$ cat src/rtl/ex_operand_stage.sv
// Execute-stage operand register: resolves EX/WB forwarding at capture, stalls on load-use,
// and holds one instruction for the ALU under a valid/ready handshake.

package riscv_32i_defs_pkg;
  typedef logic [3:0] alu_op_t;
  localparam alu_op_t ALU_ADD  = 4'h0;
  localparam alu_op_t ALU_SUB  = 4'h1;
  localparam alu_op_t ALU_AND  = 4'h2;
  localparam alu_op_t ALU_OR   = 4'h3;
  localparam alu_op_t ALU_XOR  = 4'h4;
  localparam alu_op_t ALU_SLL  = 4'h5;
  localparam alu_op_t ALU_SRL  = 4'h6;
  localparam alu_op_t ALU_SRA  = 4'h7;
  localparam alu_op_t ALU_SLT  = 4'h8;
  localparam alu_op_t ALU_SLTU = 4'h9;
endpackage

module ex_operand_stage
  import riscv_32i_defs_pkg::*;
#(
  parameter int      XLEN   = 32,
  parameter alu_op_t NOP_OP = ALU_ADD
) (
  input  logic            clk,
  input  logic            rst_n,
  input  logic            flush,
  input  logic            in_valid,
  output logic            in_ready,
  input  logic [3:0]      in_alu_op,
  input  logic [4:0]      in_rs1_addr,
  input  logic [4:0]      in_rs2_addr,
  input  logic [4:0]      in_rd_addr,
  input  logic [XLEN-1:0] in_rs1_data,
  input  logic [XLEN-1:0] in_rs2_data,
  input  logic [XLEN-1:0] in_imm,
  input  logic [XLEN-1:0] in_pc,
  input  logic            in_use_imm,
  input  logic            in_use_pc,
  input  logic            in_reg_write,
  input  logic            fwd_ex_valid,
  input  logic            fwd_ex_is_load,
  input  logic [4:0]      fwd_ex_rd,
  input  logic [XLEN-1:0] fwd_ex_data,
  input  logic            fwd_wb_valid,
  input  logic [4:0]      fwd_wb_rd,
  input  logic [XLEN-1:0] fwd_wb_data,
  output logic            out_valid,
  input  logic            out_ready,
  output logic [3:0]      alu_op,
  output logic [XLEN-1:0] in_a,
  output logic [XLEN-1:0] in_b,
  output logic [XLEN-1:0] out_rs2_data,
  output logic [4:0]      out_rd_addr,
  output logic            out_reg_write
);

  logic            valid_q, valid_d;
  logic [3:0]      op_q;
  logic [XLEN-1:0] a_q, b_q, rs2_q;
  logic [4:0]      rd_q;
  logic            wr_q;

  logic            hazard, accept, launch;
  logic [XLEN-1:0] rs1_fwd, rs2_fwd;

  // A load in EX cannot forward yet; the consumer must wait one cycle.
  always_comb begin
    hazard = 1'b0;
    if (in_valid && fwd_ex_valid && fwd_ex_is_load && (fwd_ex_rd != 5'd0)) begin
      hazard = (fwd_ex_rd == in_rs1_addr) || (!in_use_imm && (fwd_ex_rd == in_rs2_addr));
    end
  end

  assign in_ready = rst_n && !hazard && (!valid_q || out_ready);
  assign accept   = in_valid && in_ready;
  assign launch   = valid_q && out_ready;

  always_comb begin
    rs1_fwd = in_rs1_data;
    if (fwd_ex_valid && !fwd_ex_is_load && (fwd_ex_rd == in_rs1_addr) && (in_rs1_addr != 5'd0))
      rs1_fwd = fwd_ex_data;
    else if (fwd_wb_valid && (fwd_wb_rd == in_rs1_addr) && (in_rs1_addr != 5'd0))
      rs1_fwd = fwd_wb_data;
  end

  always_comb begin
    rs2_fwd = in_rs2_data;
    if (fwd_ex_valid && !fwd_ex_is_load && (fwd_ex_rd == in_rs2_addr) && (in_rs2_addr != 5'd0))
      rs2_fwd = fwd_ex_data;
    else if (fwd_wb_valid && (fwd_wb_rd == in_rs2_addr) && (in_rs2_addr != 5'd0))
      rs2_fwd = fwd_wb_data;
  end

  always_comb begin
    valid_d = valid_q;
    if (flush)       valid_d = 1'b0;
    else if (accept) valid_d = 1'b1;
    else if (launch) valid_d = 1'b0;
  end

  always_ff @(posedge clk or negedge rst_n) begin
    if (!rst_n) begin
      valid_q <= 1'b0;
      op_q    <= NOP_OP;
      a_q     <= '0;
      b_q     <= '0;
      rs2_q   <= '0;
      rd_q    <= '0;
      wr_q    <= 1'b0;
    end else begin
      valid_q <= valid_d;
      if (accept && !flush) begin
        op_q  <= in_alu_op;
        a_q   <= in_use_pc  ? in_pc  : rs1_fwd;
        b_q   <= in_use_imm ? in_imm : rs2_fwd;
        rs2_q <= rs2_fwd;
        rd_q  <= in_rd_addr;
        wr_q  <= in_reg_write;
      end
    end
  end

  // Outputs are masked by valid so an empty stage (including during reset) looks like a NOP.
  assign out_valid     = valid_q;
  assign alu_op        = valid_q ? op_q  : NOP_OP;
  assign in_a          = valid_q ? a_q   : '0;
  assign in_b          = valid_q ? b_q   : '0;
  assign out_rs2_data  = valid_q ? rs2_q : '0;
  assign out_rd_addr   = valid_q ? rd_q  : 5'd0;
  assign out_reg_write = valid_q && wr_q;

endmodule

$ cat config.mk
export PLATFORM = sky130hd
export DESIGN_NAME = ex_operand_stage
export DESIGN_NICKNAME = d
export VERILOG_FILES = /design/src/rtl/ex_operand_stage.sv
export SDC_FILE = /design/constraint.sdc
export NUM_CORES = 1
export LEC_CHECK = 0
export CAP_MARGIN = 0
export CORE_UTILIZATION = 40
export CTS_BUF_LIST = sky130_fd_sc_hd__clkbuf_8
export DETAILED_ROUTE_END_ITERATION = 16
export PLACE_DENSITY = 0.84
export SKIP_LAST_GASP = 1
export SLEW_MARGIN = 20
export SYNTH_ARGS = -nofsm -noshare
export SYNTH_HDL_FRONTEND = slang
export SYNTH_SLANG_ARGS = --single-unit
$ cat constraint.sdc
create_clock -name clk -period 2.8 [get_ports clk]
set_input_delay 0.84 -clock clk [delete_from_list [all_inputs] [get_ports clk]]
set_output_delay 0.84 -clock clk [all_outputs]
set_load 0.01 [all_outputs]
; Word-level counts from Yosys, hierarchy flattened
; Index checks and enable logic that the tools add are counted.
[word_totals]
ff_bits = 107
latchBits = 0
ram_bits = 0
mem_bits_ro = 0
output_inout_bits = 108
mem_count = 0
[classes]
n_addsub = 0
multipliers = 0
div_mod_pow = 0
order_cmp = 0
n_eq_ne = 4
shift = 0
n_mux = 15
n_bitwise = 0
reduce_logical = 30
[ops]
columns = operator, n
row1 = two-way mux 32 bit, 9
row2 = == test 5 bit, 4
row3 = logical AND 1 bit, 19
row4 = nonzero test 5 bit, 3
row5 = logical NOT 1 bit, 5
row6 = two-way mux 5 bit, 1
row7 = two-way mux 1 bit, 4
row8 = two-way mux 4 bit, 1
row9 = nonzero test 3 bit, 1
row10 = logical OR 1 bit, 2

; Longest topological paths before layout
[logic_depth]
depth_word = 10
mapped_depth = 8
depth_no_buf = 5

; Worst setup path after synthesis
; No wires, ideal clock.
[synth_path]
path_kind = input to output
from = input port fwd_ex_rd[4]
to = output port in_ready
arrival_time_ns = 2.139
slack_ns = -0.179
stages = 6
n_path_buf = 1
path_cell_list = xor2_1 > nor4_2 > a2bb2oi_1 > nor2_1 > clkbuf_1 > nor2_1
[synth_between]
elab_chain_cells = 7
[synth_lines]
columns = element, line_no
row1 = start: declaration, 42  ; input logic [4:0] fwd_ex_rd,
row2 = == test 5 bit, 70  ; hazard = (fwd_ex_rd == in_rs1_addr) || (!in_use_imm && (fwd_ex_rd == in_rs2_addr));
row3 = logical AND 1 bit, 70
row4 = logical OR 1 bit, 70
row5 = two-way mux 1 bit *, 69  ; if (in_valid && fwd_ex_valid && fwd_ex_is_load && (fwd_ex_rd != 5'd0)) begin
row6 = logical NOT 1 bit *, 74  ; assign in_ready = rst_n && !hazard && (!valid_q || out_ready);
row7 = logical AND 1 bit * (2 in series), 74
row8 = end: declaration, 28  ; output logic in_ready,
; Mark *: on every way between the ends. The rest lies on a longest branch, timed or not.

; Final worst setup path
[layout_path]
from = input port fwd_ex_rd[1]
to = output port in_ready
; Same word-level chain as after synthesis.

==> results.cfg <==
[synthesis]
synthDistinctLibCells = 36
syn_area_um2 = 8008
ys_ff_latch = 107
synthCells = 951
yosysMostFrequentCell = and2_1
synth.avg_cell_area_um2 = 8.420
yosys-top-cells-count = 108 x and2_1, 107 x dfrtp_1, 85 x clkbuf_1
ys_warn_count = 0
async_flop_share = 1.000
mappedNetlistNets = 1183
synth-edff-count = 0
synth_top_area_frac = 0.3344
yosysSeqAreaShare = 0.3344
synth_area_leader_cell = dfrtp_1
synth_flop_cell = dfrtp_1
synthTopCellsByArea = dfrtp_1 33%, and2_1 8.4%, o32a_1 8.0%

[drt]
wl_per_cell_um = 21.38
wl_um = 33440
ant_nets = 0
drc = 0
dr.pass1.iters = 5
avgViaCountPerCell = 6.017
num_vias = 9410
first_iter_violations = 767

[power_and_ir_drop]
p_per_area_nw_per_um2 = 375.8
p_seq_frac = 0.429
combPwrFrac = 0.360
switching_share = 0.3256
power.share.clock = 0.211
power_leakage_nw = 4.974
peakVddDrop_mv = 0.2098
power_switching_mw = 1.540
internal_power_mw = 3.188

[floorplanning]
dieHeight_um = 143.5
core_um2 = 19530
start_util = 0.4101
row_count = 51
fp.dieW_um = 143.5
ios = 340
dieArea_um2 = 20590

[global_routing]
groute.usage.overall = 0.3132
grt_pass1_vias = 8942
antenna_found_initial = 1
grt_first_pass_wirelength_um = 49540
grt.overflow.total = 0
grt_max_degree = 118

[finish]
syn2layout_area_growth_pct = 57.09
drive_gt1_frac = 0.1471
finalInstanceArea_um2 = 12580
final_nets = 1525

[timing]
setup-tns-final_ns = -0.01692
finalHoldViolCount = 0
period_needed_ns = 2.817
fin_ws_ns = -0.01692
worst_pin_slew_ns = 0.8374
fin_worst_skew_ns = 0.01082
fin_crit_sh = 1.006
slew_violations = 0
setup_viol_count_final = 1
rsz0062_at_grt = true
slew_headroom = 0.4417
max_freq_ghz = 0.3550

[setup_path]
critPathSlowestCell = or4_4
arrival_ns = 1.98
cp_max_fo = 3
cpMostUsedCell = nor2_4
start_kind = primary input
max_stage_delay_ns = 0.54
required_ns = 1.96
crit_path_end_kind = primary output
critPathKind = in2out
path_buf_inv = 2
crit_family = simple AND/OR/NAND/NOR gates
path_cells = buf_8 > or4_4 > o2111ai_4 > nor2_4 > nor2_4 > buf_6

[outcome]
status = finished with violations
violations = negative setup slack

[clock_tree]
cts_tree = yes
clk_pin_slew_ns = 0.11
numClockSinks = 107
clock_latency_ns = 0.38
cts_max_level = 3
cts_root_buf = clkbuf_8
clockBufferDepth = 2
numCtsBuffers = 9

[min_path]
hold_path_class = reg2reg

[place]
place_hpwl_um = 22790
io_buffers = 339
placed_area_um2 = 12230
gp_congestion = 0.9198

[run]
maxCapViolCount = 0
power by group through the flow:
stage          sequential (mW)  combinational (mW)  clock, mW
2_1_floorplan             1.99               0.776          0
3_3_place_gp              2.04                1.61          0
3_5_place_dp              2.06                1.65          0
4_1_cts                   2.02                1.66       1.01
5_1_grt                   2.07                1.82       1.07
6_report                  2.03                1.70      0.997
metrics by stage:
stage / utilization / hold slack, ns / cells / power (mW) / setup slack (ns)
5_1_grt: 0.6442 / 0.5194 / 1564 / 4.954 / -0.1039
3_5_place_dp: 0.6261 / 0.4787 / 1539 / 3.702 / -0.8399
2_1_floorplan: - / 0.4623 / 951 / 2.770 / 0.004822
3_3_place_gp: 0.6261 / 0.4712 / 1539 / 3.647 / -0.8224
4_1_cts: 0.6394 / 0.5055 / 1558 / 4.695 / -0.07884
6_report: 0.6442 / 0.5021 / 1564 / 4.728 / -0.01692
state kept, by name, indices dropped and copies added (netlist names):
register   cells
a_q           32
b_q           32
rs2_q         32
rd_q           5
op_q           4
out_valid      1
wr_q           1
routing by layer:
| layer | share of wire | wire length [um] | track usage | vias up |
|---|---|---|---|---|
| met2 | 0.47 | 15580 | 0.5107 | 625 |
| li1 | - | - | - | 4197 |
| met1 | 0.39 | 13050 | 0.3896 | 4460 |
| met4 | 0.053 | 1757 | 0.1809 | 0 |
| met3 | 0.092 | 3060 | 0.05432 | 128 |
| met5 | 0 | 0 | 0 | - |
cells in the final DEF, fill, tap and decap left out, types with 33 or more instances in the layout:
cell             count
clkdlybuf4s50_1    320
and2_1             106
dfrtp_1            106
buf_4               78
nand2_1             65
inv_1               64
o32a_1              64
a31oi_1             64
nand3_1             63
mux2_2              42
o21ai_0             33
logic make-up (layout without fill, tap and decap cells):
family,after synthesis,in the layout,synth area share
and+or+nand+nor,347,347,0.2373
AOI/OAI and AO/OA,265,265,0.2616
buffers and inverters,170,517,0.08578
DFF,107,107,0.3344
muxes,42,42,0.05906
xor gates and xnor gates,20,20,0.02187
other,0,1,0
worst paths after layout:
kind | from | to | slack (ns) | cells after the start
max | fwd_ex_rd[1] | in_ready | -0.02 | 6
max in group asynchronous | rst_n | out_valid | 1.73 | 2
min in group asynchronous | rst_n | b_q[5] | 0.52 | 2
min | b_q[23] | b_q[23] | 0.50 | 1
max reg2reg | out_valid | rs2_q[11] | 0.69 | 7
min reg2reg | b_q[23] | b_q[23] | 0.50 | 1
cell type report:
| class | count | area (um^2) |
|---|---|---|
| Clock buffer | 9 | 123.9 |
| Fill cell | 1605 | 6947 |
| Antenna cell | 1 | 2.502 |
| Inverter | 64 | 240.2 |
| Tap cell | 265 | 331.6 |
| Sequential cell | 107 | 2679 |
| Clock inverter | 7 | 70.07 |
| Timing Repair Buffer | 437 | 4353 |
| Multi-Input combinational cell | 674 | 4780 |
what timing repair did:
action	CTS	global route
gates cloned	0	2
resized for setup	40	17
setup buffers	3	3
hold buffers	0	0
endpoints found under the setup margin	161	26
pin swaps	10	12
(Power assumes the default switching activity.)
